===== src/rtl/fetch_stage.sv =====
// Instruction-fetch stage with IF/ID pipeline register.
//
// Owns the PC and fetches from a variable-latency instruction memory. The fetched
// instruction, its PC and PC+PC_INC are presented to decode through IF/ID.
// `stall` freezes the PC and IF/ID. A response that arrives during a stall is
// parked in a one-entry hold buffer. `redirect_valid` loads a new PC and flushes
// IF/ID to a bubble. If the redirect abandons an outstanding request, that
// response is drained and dropped in StDiscard.
//
// Ports:
//   clk, rst_n          clock (rising edge), synchronous active-low reset
//   stall               hold PC and IF/ID
//   redirect_valid/pc   taken branch/jump target (one-cycle pulse)
//   imem_req/addr       request to instruction memory
//   imem_ready/data     response valid / fetched instruction
//   if_id_valid/instr/pc/pc_plus4  IF/ID register outputs to decode
module fetch_stage #(
    parameter int unsigned          ADDR_W   = 32,
    parameter int unsigned          INSTR_W  = 32,
    parameter logic [ADDR_W-1:0]    RESET_PC = 32'h0000_1000,
    parameter int unsigned          PC_INC   = 4
) (
    input  logic               clk,
    input  logic               rst_n,
    input  logic               stall,
    input  logic               redirect_valid,
    input  logic [ADDR_W-1:0]  redirect_pc,
    output logic               imem_req,
    output logic [ADDR_W-1:0]  imem_addr,
    input  logic               imem_ready,
    input  logic [INSTR_W-1:0] imem_data,
    output logic               if_id_valid,
    output logic [INSTR_W-1:0] if_id_instr,
    output logic [ADDR_W-1:0]  if_id_pc,
    output logic [ADDR_W-1:0]  if_id_pc_plus4
);

    typedef enum logic [1:0] {StIdle, StReq, StDiscard} state_e;

    localparam logic [ADDR_W-1:0] Inc = ADDR_W'(PC_INC);

    state_e              state_q, state_d;
    logic [ADDR_W-1:0]   pc_q, pc_d;
    logic [ADDR_W-1:0]   disc_addr_q, disc_addr_d;
    logic                hold_valid_q, hold_valid_d;
    logic [INSTR_W-1:0]  hold_instr_q, hold_instr_d;
    logic [ADDR_W-1:0]   hold_pc_q, hold_pc_d;
    logic                if_id_valid_q, if_id_valid_d;
    logic [INSTR_W-1:0]  if_id_instr_q, if_id_instr_d;
    logic [ADDR_W-1:0]   if_id_pc_q, if_id_pc_d;
    logic [ADDR_W-1:0]   if_id_pc_plus4_q, if_id_pc_plus4_d;

    always_comb begin
        state_d          = state_q;
        pc_d             = pc_q;
        disc_addr_d      = disc_addr_q;
        hold_valid_d     = hold_valid_q;
        hold_instr_d     = hold_instr_q;
        hold_pc_d        = hold_pc_q;
        if_id_valid_d    = if_id_valid_q;
        if_id_instr_d    = if_id_instr_q;
        if_id_pc_d       = if_id_pc_q;
        if_id_pc_plus4_d = if_id_pc_plus4_q;

        // A parked response suppresses new requests until decode takes it.
        imem_req  = ((state_q == StReq) && !hold_valid_q) || (state_q == StDiscard);
        // In StDiscard pc_q already holds the redirect target, so the stale address is replayed.
        imem_addr = (state_q == StDiscard) ? disc_addr_q : pc_q;

        if (redirect_valid) begin
            pc_d          = redirect_pc;
            if_id_valid_d = 1'b0;
            hold_valid_d  = 1'b0;
            if (imem_req && !imem_ready) begin
                state_d = StDiscard;
                if (state_q == StReq) disc_addr_d = pc_q;
            end else begin
                state_d = StReq;
            end
        end else begin
            case (state_q)
                StIdle: begin
                    state_d = StReq;
                    if (!stall) if_id_valid_d = 1'b0;
                end
                StReq: begin
                    if (hold_valid_q) begin
                        if (!stall) begin
                            if_id_valid_d    = 1'b1;
                            if_id_instr_d    = hold_instr_q;
                            if_id_pc_d       = hold_pc_q;
                            if_id_pc_plus4_d = hold_pc_q + Inc;
                            hold_valid_d     = 1'b0;
                        end
                    end else if (imem_ready) begin
                        pc_d = pc_q + Inc;
                        if (stall) begin
                            hold_valid_d = 1'b1;
                            hold_instr_d = imem_data;
                            hold_pc_d    = pc_q;
                        end else begin
                            if_id_valid_d    = 1'b1;
                            if_id_instr_d    = imem_data;
                            if_id_pc_d       = pc_q;
                            if_id_pc_plus4_d = pc_q + Inc;
                        end
                    end else if (!stall) begin
                        if_id_valid_d = 1'b0;
                    end
                end
                StDiscard: begin
                    if (imem_ready) state_d = StReq;
                    if (!stall) if_id_valid_d = 1'b0;
                end
                default: state_d = StIdle;
            endcase
        end
    end

    always_ff @(posedge clk) begin
        if (!rst_n) begin
            state_q          <= StIdle;
            pc_q             <= RESET_PC;
            disc_addr_q      <= RESET_PC;
            hold_valid_q     <= 1'b0;
            hold_instr_q     <= '0;
            hold_pc_q        <= '0;
            if_id_valid_q    <= 1'b0;
            if_id_instr_q    <= '0;
            if_id_pc_q       <= '0;
            if_id_pc_plus4_q <= '0;
        end else begin
            state_q          <= state_d;
            pc_q             <= pc_d;
            disc_addr_q      <= disc_addr_d;
            hold_valid_q     <= hold_valid_d;
            hold_instr_q     <= hold_instr_d;
            hold_pc_q        <= hold_pc_d;
            if_id_valid_q    <= if_id_valid_d;
            if_id_instr_q    <= if_id_instr_d;
            if_id_pc_q       <= if_id_pc_d;
            if_id_pc_plus4_q <= if_id_pc_plus4_d;
        end
    end

    assign if_id_valid    = if_id_valid_q;
    assign if_id_instr    = if_id_instr_q;
    assign if_id_pc       = if_id_pc_q;
    assign if_id_pc_plus4 = if_id_pc_plus4_q;

endmodule


===== config.mk =====
export PLATFORM = sky130hd
export DESIGN_NAME = fetch_stage
export DESIGN_NICKNAME = d
export VERILOG_FILES = /design/src/rtl/fetch_stage.sv
export SDC_FILE = /design/constraint.sdc
export NUM_CORES = 1
export LEC_CHECK = 0
export BUFFER_PORTS_ARGS = -buffer_cell sky130_fd_sc_hd__buf_2
export CAP_MARGIN = 20
export CORE_ASPECT_RATIO = 0.5
export CORE_MARGIN = 3
export CORE_UTILIZATION = 48
export DETAILED_ROUTE_END_ITERATION = 7
export PLACE_DENSITY = 0.85
export REMOVE_ABC_BUFFERS = 1
export SLEW_MARGIN = 10
export SYNTH_ARGS = -nofsm -noshare
export SYNTH_HDL_FRONTEND = slang
export SYNTH_SLANG_ARGS = --single-unit
export TNS_END_PERCENT = 50

===== constraint.sdc =====
create_clock -name clk -period 2.11 [get_ports clk]
set_input_delay 0 -clock clk [delete_from_list [all_inputs] [get_ports clk]]
set_output_delay 0 -clock clk [all_outputs]
set_load 0.005 [all_outputs]

==> out/qor.yml, run 1 <==
status:
  status: "finished with violations"
  violations: "setup timing"
route:
  viasPerCell: 5.82
  wl_per_cell_um: 18.6
  via_count: 10900
  dr.pass1.iters: 8
  drt-total-wl_um: 34900
  drtIter0Drc: 1281
  drc: 0
  ant_nets: 0
synth:
  synthTopCellsByArea: "dfxtp_1 (42%), nand2_1 (8.4%), mux2i_1 (7.2%)"
  yosysMostFrequentCell: "nand2_1"
  yosys.area.top_type: "dfxtp_1"
  yosysSeqAreaShare: 0.421
  syn-cell-area_mm2: 0.0107
  avgSynthCellArea_um2: 8.22
  ys.flop_type: "dfxtp_1"
  synthAdderAreaFrac: 0.00233
  synth_top_area_share: 0.421
  synth.distinct_cells: 59
  synth_simple_gate_area_share: 0.208
  synth_top_family_by_area: "simple AND/OR/NAND/NOR gates"
  async_flop_share: 0
  ys_ff_latch: 226
  ys_warn_count: 0
  synthMuxAreaShare: 0.106
  synth_xor_area_frac: 0.0489
  yosys-top-cells-count: "nand2_1 (241), dfxtp_1 (226), a21oi_1 (129)"
  synth_compound_area_frac: 0.156
  synthCells: 1307
  synth_edf_count: 0
clock_network:
  cts_tree: "yes"
  clock_latency_ns: 0.52
  cts_buffers: 21
  clk_pin_slew_ns: 0.07
  cts_buffer_depth: 3
  h-tree-depth: 1
  cts-root-buf: "clkbuf_16"
  clock_sinks: 226
final_layout:
  fin_cells: 1877
  fill_cells: 1653
  final_core_util: 0.637
  fin_area_mm2: 0.0139
  finalNetCount: 1633
  syn_to_final_growth_pct: 29.4
  antennaDiodeCount: 0
  drive_above_1_share: 0.245
power:
  total_leakage_power_nw: 5.29
  powerDensity_mw_per_mm2: 713
  total_power_mw: 9.92
  vdd_drop_max_v: 0.000379
timing:
  slew_viol_final: 0
  final.setup_skew_ns: 0.0243
  holdWs_ns: 0.287
  period_share: 1.00
  worst_slack_ns: -0.00288
  hold_viol: 0
  fmax_mhz: 473
  worst_pin_slew_ns: 0.750
  period_minus_slack_ns: 2.11
  relSlewSlack: 0.498
  setup_viol: 1
  setup_tns_ns: -0.00288
  grt_setup_unrepaired: "true"
place:
  gp_congestion: 0.935
  place_ws_ns: 0.0242
  dp.cells: 1762
  portBuffers: 198
  post_dp_cell_area_mm2: 0.0123
  place_hpwl_um: 22000
floorplan:
  die_x_um: 218
  die_y_um: 112
  coreArea_mm2: 0.0218
  fp-row-count: 38
  die-area_mm2: 0.0243
  io_pins: 199
  start_util: 0.493
run:
  maxCapViolations: 0
min_path:
  hold_class: "primary input to register"
setup_path:
  critPathKind: "register to register"
  cp-start-kind: "register"
  crit_path_end_kind: "register"
  critical_path.max_fanout: 13
  worstPathArrival_ns: 2.57
  crit_required_ns: 2.57
global_route:
  grt_pass1_wl_um: 54400
  antenna_found_initial: 0
  grt_overflow: 0
  grt_use_total: 0.270
  grt_pass1_vias: 10500
  grt_max_degree: 105
-- report_power, final --
group | total (mW) | switching, mW | internal, mW
combinational | 1.13 | 0.615 | 0.510
sequential | 4.49 | 0.0949 | 4.39
clock | 4.31 | 1.72 | 2.59
total | 9.92 | 2.43 | 7.49
-- cell families after synthesis --
logic type | Yosys count
AOI/OAI and AO/OA | 274
adders and majority gates | 2
xor gates and xnor gates | 60
muxes | 110
DFF | 226
buffers and inverters | 142
and+or+nand+nor | 493
-- critical path, cell delays in order, from the launching register on --
cell     delay (ns)
dfxtp_1        0.34
nand4_1        0.33
or3_4          0.60
or4_1          0.49
a21oi_1        0.18
a221o_1        0.12
-- registers in the layout, indices dropped and copies added, names as in the netlist, named ones only --
signal          flops
state_q             2
if_id_instr        32
pc_q               32
disc_addr_q        32
hold_valid_q        1
hold_instr_q       32
if_id_pc           32
if_id_pc_plus4     30
hold_pc_q          32
-- repair_timing --
action                     4_1_cts  5_1_grt
hold endpoints to repair       105        0
hold buffers                    75        0
resized for setup                0       11
setup buffers                    0        2
setup endpoints to repair        0       41
-- path summary, 6_finish.rpt --
kind | end | startpoint | cells after the start | slack (ns)
max | if_id_pc_plus4[31]$_SDFFE_PN0P_ | pc_q[9]$_SDFFE_PN0P_ | 5 | -0.003
min | hold_instr_q[22]$_SDFFE_PN0P_ | imem_data[22] | 4 | 0.29
max reg2reg | if_id_pc_plus4[31]$_SDFFE_PN0P_ | pc_q[9]$_SDFFE_PN0P_ | 5 | -0.003
min reg2reg | disc_addr_q[21]$_SDFFE_PN0P_ | disc_addr_q[21]$_SDFFE_PN0P_ | 2 | 0.45
-- layout by cell type, fill, tap and decap left out, drive strengths merged, types with 4 or more instances in the layout --
master,count
buf,287
nand2,241
dfxtp,226
a21oi,129
nor2,93
mux2i,77
dlygate4sd3,75
a211oi,65
nand3,49
o21ai,34
mux2,33
nor3,32
xnor2,32
xor2,28
clkbuf,27
nor4,22
nand4,13
inv,13
and4,10
o31ai,9
o211ai,8
or3,8
a221o,6
o31a,5
o21a,5
bufinv,5
clkinv,5
or4,5
and2,4
and3,4
-- area by class of cell --
type,count,area [um^2],area share
multi-input cells,939,5660,0.407
flip-flops and latches,226,4530,0.326
repair buffers,362,2510,0.181
clock buffers,27,588,0.0423
well taps,300,375,0.0270
clock inverters,11,184,0.0132
inverters,12,50.0,0.00360
-- metal layers --
layer,up-vias,GRT usage,part of all wire
met5,-,0,0
met4,0,0.132,0.053
met3,144,0.0425,0.076
met2,602,0.453,0.47
met1,5125,0.341,0.40
li1,5060,-,-
Power figures use the tool's default switching activity.
==> run 2: changes to the inputs <==
- CORE_UTILIZATION: 48 -> 35
- CTS_CLUSTER_DIAMETER: unset -> 150
- PLACE_DENSITY: 0.85 -> 0.69
==> run 2 against run 1 <==
  * The run now ends clean
  * Die area rose by 36%
  * Clock power decreased by 6.0%
  * Routed wire length down 2.4%
  * Clock-buffer cell count rose by 7
  * Utilization decreased by 16 points
  * Critical path depth rose by 2
  * Power shrank 2.5%
  * Global-route usage decreased by 7.3 points
  * Largest cell class unchanged
  * Highest routed layer unchanged
==> out/qor.yml, run 2 (synthesis results as in run 1) <==
status:
  status: "completed"
final_layout:
  fin_cells: 1980
  final_common_cell: "nand2_1"
  drive_above_1_share: 0.238
  syn_to_final_growth_pct: 31.2
  antennaDiodeCount: 0
  layout_common_cells: "nand2_1 (241), dfxtp_1 (224), buf_2 (198)"
  finalNetCount: 1645
run:
  maxCapViolations: 0
timing:
  fmax_mhz: 490
  slew_viol_final: 0
  relSlewSlack: 0.282
  period_minus_slack_ns: 2.04
  setup_viol: 0
  final.setup_skew_ns: 0.0198
  worst_slack_ns: 0.0702
  period_share: 0.967
  hold_viol: 0
  grt_setup_unrepaired: "false"
  worst_pin_slew_ns: 1.08
route:
  ant_nets: 0
  via_count: 10400
  wl_met3_um: 1460
  viasPerCell: 5.24
  dr.pass1.iters: 5
  wl_met2_um: 17300
  wl_per_cell_um: 17.2
  routed.top_layer: "met4"
  drtIter0Drc: 791
  drt-met1-wl_um: 14400
  drc: 0
  drt-total-wl_um: 34000
floorplan:
  die-area_mm2: 0.0330
  die_y_um: 130
  start_util: 0.363
  fp-row-count: 44
  die_x_um: 254
  coreArea_mm2: 0.0296
  io_pins: 199
power:
  total_leakage_power_nw: 5.33
  vdd_drop_max_v: 0.000524
  powerDensity_mw_per_mm2: 685
global_route:
  grt_pass1_vias: 9871
  grt_overflow: 0
  antenna_found_initial: 0
  grt_max_degree: 184
  grt_pass1_wl_um: 53000
  grt_use_total: 0.197
clock_network:
  clk_pin_slew_ns: 0.07
  clock_latency_ns: 0.51
  cts-root-buf: "clkbuf_16"
  cts_buffer_depth: 3
  cts_tree: "yes"
  clock_sinks: 226
  cts_buffers: 22
  h-tree-depth: 1
place:
  place_ws_ns: 0.0807
  dp.cells: 1858
  place_hpwl_um: 22400
  portBuffers: 198
  gp_congestion: 0.839
min_path:
  hold_class: "primary input to register"
setup_path:
  cp-start-kind: "register"
  crit_required_ns: 2.51
  critPathKind: "register to register"
  worstPathArrival_ns: 2.44
  crit_path_end_kind: "register"
  critical_path.max_fanout: 10
[run 2: changes by cell type in the layout (fill, tap and decap cells not counted), moves of 2 or more]
| cell | before | now |
|---|---|---|
| clkbuf_16 | 21 | 23 |
| dfxtp_1 | 221 | 224 |
| buf_12 | 8 | 11 |
| or4_1 | 2 | 4 |
| or4_4 | 3 | 1 |
| dfxtp_2 | 4 | 1 |
| clkbuf_1 | 2 | 7 |
| clkinv_2 | 5 | 3 |
| dlygate4sd3_1 | 75 | 83 |
| bufinv_16 | 5 | 2 |
[run 2: path summary, 6_finish.rpt]
check	from	endpoint	slack, ns	cells after the start
max reg2reg	hold_pc_q[2]$_SDFFE_PN0P_	if_id_pc_plus4[28]$_SDFFE_PN0P_	0.07	7
min	redirect_pc[12]	pc_q[12]$_SDFFE_PN1P_	0.26	4
min reg2reg	disc_addr_q[26]$_SDFFE_PN0P_	disc_addr_q[26]$_SDFFE_PN0P_	0.45	2
max	hold_pc_q[2]$_SDFFE_PN0P_	if_id_pc_plus4[28]$_SDFFE_PN0P_	0.07	7
[run 2: area by class of cell]
cell class,count,area [um^2]
clock buffers,34,657
inverters,12,50.0
well taps,391,489
clock inverters,5,75.1
repair buffers,373,2650
flip-flops and latches,226,4530
multi-input cells,939,5660
fillers,2769,15500
[run 2: what timing repair did]
item | 4_1_cts | 5_1_grt
endpoints found under the hold margin | 103 | 0
buffers inserted | 0 | 0
hold buffers | 83 | 0
resized for setup | 0 | 4
setup endpoints to repair | 0 | 119
[run 2: where the power goes]
| part | switching [mW] | leakage, nW | internal [mW] |
|---|---|---|---|
| clock | 1.67 | 0.360 | 2.38 |
| sequential | 0.0905 | 1.84 | 4.39 |
| combinational | 0.602 | 3.13 | 0.530 |
| total | 2.36 | 5.33 | 7.31 |
[run 2: layer usage]
metal  vias to the layer above  global-route usage
met4                         0              0.0569
met3                        56              0.0269
met1                      4961               0.251
met5                         -                   0
met2                       257               0.354
li1                       5095                   -
[run 2: critical path, cell delays in order, from the launching register on]
cell and delay (ns):
dfxtp_1 0.34, ha_1 0.18, nand2_1 0.08, or4_1 0.54, buf_4 0.20, o31a_1 0.30
nor3_1 0.21, o31ai_1 0.09
[run 2: metrics by stage]
step	instance area (um^2)	setup TNS, ns	total power, mW	utilization	hold slack [ns]
2_1_floorplan	10200	-755.18	5.10	-	0.0619
3_3_place_gp	12500	0	5.56	0.423	0.240
3_5_place_dp	12500	0	5.57	0.423	0.246
4_1_cts	14100	0	9.70	0.476	0.251
5_1_grt	14100	0	10.0	0.476	0.266
6_report	14100	0	9.67	0.476	0.256
==> run 3: changes to the inputs <==
- ABC_AREA: unset -> 1
- PLACE_DENSITY: 0.69 -> 0.68
==> run 3 against run 2 <==
  * Register-to-register slack gained 0.14 ns
  * Global-route usage grew 2.4 points
  * Sequential share of layout area grew 0.82 points
  * Hold slack gained 0.034 ns
  * Synthesized cell count grew 23%
  * Critical path depth shrank 1
  * Utilization shrank 1.5 points
  * Clock skew grew 0.013 ns
  * Critical path type is now register to output pin
  * Critical endpoint is now imem_addr[12]
==> out/qor.yml, run 3 <==
setup_path:
  crit_slowest_cell: "dfxtp_1"
  crit_required_ns: 2.11
  crit_buf_inv: 3
  crit_family: "buffers and inverters"
  critical-path-max-stage-delay_ns: 0.45
  cp-start-kind: "register"
  crit_start: "state_q[1]$_SDFFE_PN0P_"
  worstReg2RegStart: "hold_pc_q[3]$_SDFFE_PN0P_"
  critPathKind: "register to output pin"
  critical_path.max_fanout: 57
  crit_path_end_kind: "output pin"
  cp_cell_sequence: "inv_2 > nor2_4 > buf_8 > nand2_1 > o21ai_0 > buf_2"
  worstPathArrival_ns: 1.99
place:
  gp_congestion: 0.899
  place_hpwl_um: 25200
  portBuffers: 198
  place_ws_ns: 0.230
floorplan:
  die_x_um: 255
  coreArea_mm2: 0.0298
  die-area_mm2: 0.0334
  io_pins: 199
  die_y_um: 131
  fp-row-count: 44
  start_util: 0.365
power:
  power.switching_mw: 2.55
  vdd_drop_max_v: 0.000398
  powerDensity_mw_per_mm2: 718
  pwr-share-seq: 0.460
  pwr-share-clk: 0.431
  p_comb_frac: 0.109
  total_power_mw: 9.87
  cell_internal_pwr_mw: 7.32
  p_sw_frac: 0.259
  total_leakage_power_nw: 5.57
final_layout:
  syn_to_final_growth_pct: 26.3
  layout_common_cells: "nand2_1 (519), dfxtp_1 (225), buf_2 (197)"
  finalNetCount: 1892
  antennaDiodeCount: 0
  fill_cells: 2993
  drive_above_1_share: 0.165
  final_common_cell: "nand2_1"
synth:
  synth_top_area_share: 0.416
  avgSynthCellArea_um2: 6.78
  yosysMostFrequentCell: "nand2_1"
  synth.distinct_cells: 35
  async_flop_share: 0
  ys_ff_latch: 226
  yosys-top-cells-count: "nand2_1 (520), dfxtp_1 (226), o21ai_0 (125)"
  ys_warn_count: 0
  synthTopCellsByArea: "dfxtp_1 (42%), nand2_1 (18%), o21ai_0 (5.7%)"
  syn-cell-area_mm2: 0.0109
  synthCells: 1605
  yosys.area.top_type: "dfxtp_1"
  ys.flop_type: "dfxtp_1"
  synth_edf_count: 0
  yosysSeqAreaShare: 0.416
timing:
  fmax_mhz: 504
  holdWs_ns: 0.291
  worst_slack_ns: 0.125
  slew_viol_final: 0
  period_minus_slack_ns: 1.99
  setup_viol: 0
  setup_tns_ns: 0
  hold_viol: 0
  period_share: 0.941
  relSlewSlack: 0.525
  grt_setup_unrepaired: "false"
  final.setup_skew_ns: 0.0325
  worst_pin_slew_ns: 0.712
route:
  wl_met2_um: 17700
  dr.pass1.iters: 5
  wl_met3_um: 2590
  viasPerCell: 5.18
  via_count: 11700
  drt-met1-wl_um: 16700
  wl_per_cell_um: 16.9
  drtIter0Drc: 1164
  drt-total-wl_um: 38100
  drc: 0
  routed.top_layer: "met4"
  ant_nets: 0
clock_network:
  clock_latency_ns: 0.53
  cts-root-buf: "clkbuf_16"
  cts_buffers: 23
  cts_buffer_depth: 3
  clock_sinks: 226
  clk_pin_slew_ns: 0.07
  h-tree-depth: 1
  cts_tree: "yes"
global_route:
  grt_pass1_wl_um: 60000
  grt_pass1_vias: 10800
  grt_overflow: 0
  antenna_found_initial: 0
  grt_use_total: 0.221
  grt_max_degree: 110
run:
  maxCapViolations: 0
min_path:
  hp-start: "imem_data[31]"
  hold_class: "primary input to register"
status:
  status: "completed"
run 3: cell count changes after synthesis, sizes merged, moves of 19 or more:
cell / change
nor3: -29
buf: +19
xnor2: -31
a31oi: +86
mux2: -33
clkbuf: -31
nand3: +60
o21ai: +127
nor2: +32
nor4: -22
a211oi: -64
nand2: +280
mux2i: -77
inv: +69
run 3: timing repair:
item	4_1_cts	5_1_grt
setup buffers	0	0
endpoints found under the setup margin	8	4
gates resized for setup	1	4
hold endpoints to repair	119	0
hold buffers	68	0
run 3: per-layer routing:
metal  vias up  track usage
met3        74       0.0366
met5         -            0
met4         0       0.0737
met2       431        0.373
met1      5431        0.293
li1       5724            -
run 3: final cells by class:
cell class	instances	area [um^2]	area share
Timing Repair Buffer	309	2140	0.156
Sequential cell	226	4530	0.329
Clock buffer	32	671	0.0488
Tap cell	414	518	0.0377
Clock inverter	9	106	0.00774
Multi-Input combinational cell	1179	5470	0.398
Inverter	82	312	0.0227
run 3: kinds of logic (layout without fill, tap and decap cells):
kind of cell / count (synthesis) / after routing / share of synthesized area
xor gates and xnor gates: 27 / 27 / 0.0217
DFF: 226 / 226 / 0.416
and+or+nand+nor: 765 / 765 / 0.287
adders and majority gates: 2 / 2 / 0.00230
buffers and inverters: 200 / 432 / 0.0828
AOI/OAI and AO/OA: 385 / 385 / 0.191
run 3: path summary, 6_finish.rpt:
path	endpoint	slack, ns	cells past startpoint
min	if_id_instr[31]$_SDFFE_PN0P_	0.29	4
max reg2reg	if_id_pc_plus4[24]$_SDFFE_PN0P_	0.21	11
min reg2reg	if_id_instr[26]$_SDFFE_PN0P_	0.46	2
max	imem_addr[12]	0.12	6
run 3: stage by stage:
stage | area [um^2] | instances | util
final | 13700 | 2251 | 0.462
after global routing | 13700 | 2251 | 0.462
after CTS | 13700 | 2251 | 0.461
after detailed placement | 12300 | 2142 | 0.412
after global placement | 12300 | 2142 | 0.412
after floorplan | 10300 | 1487 | -
run 3: worst reg2reg max path, delay by kind of cell, from the launching register on:
kind                       cells  cell delay, ns
and+or+nand+nor                8            0.93
DFF                            1            0.41
adders and majority gates      1            0.22
buffers and inverters          1            0.17
AOI/OAI and AO/OA              1            0.06
run 3: power by group through the flow:
stage | Combinational (mW) | Sequential, mW | Clock, mW
after global routing | 1.19 | 4.55 | 4.50
after global placement | 0.961 | 4.63 | 0
after detailed placement | 0.967 | 4.63 | 0
final | 1.07 | 4.54 | 4.25
after floorplan | 0.437 | 4.62 | 0
after CTS | 1.07 | 4.54 | 4.34
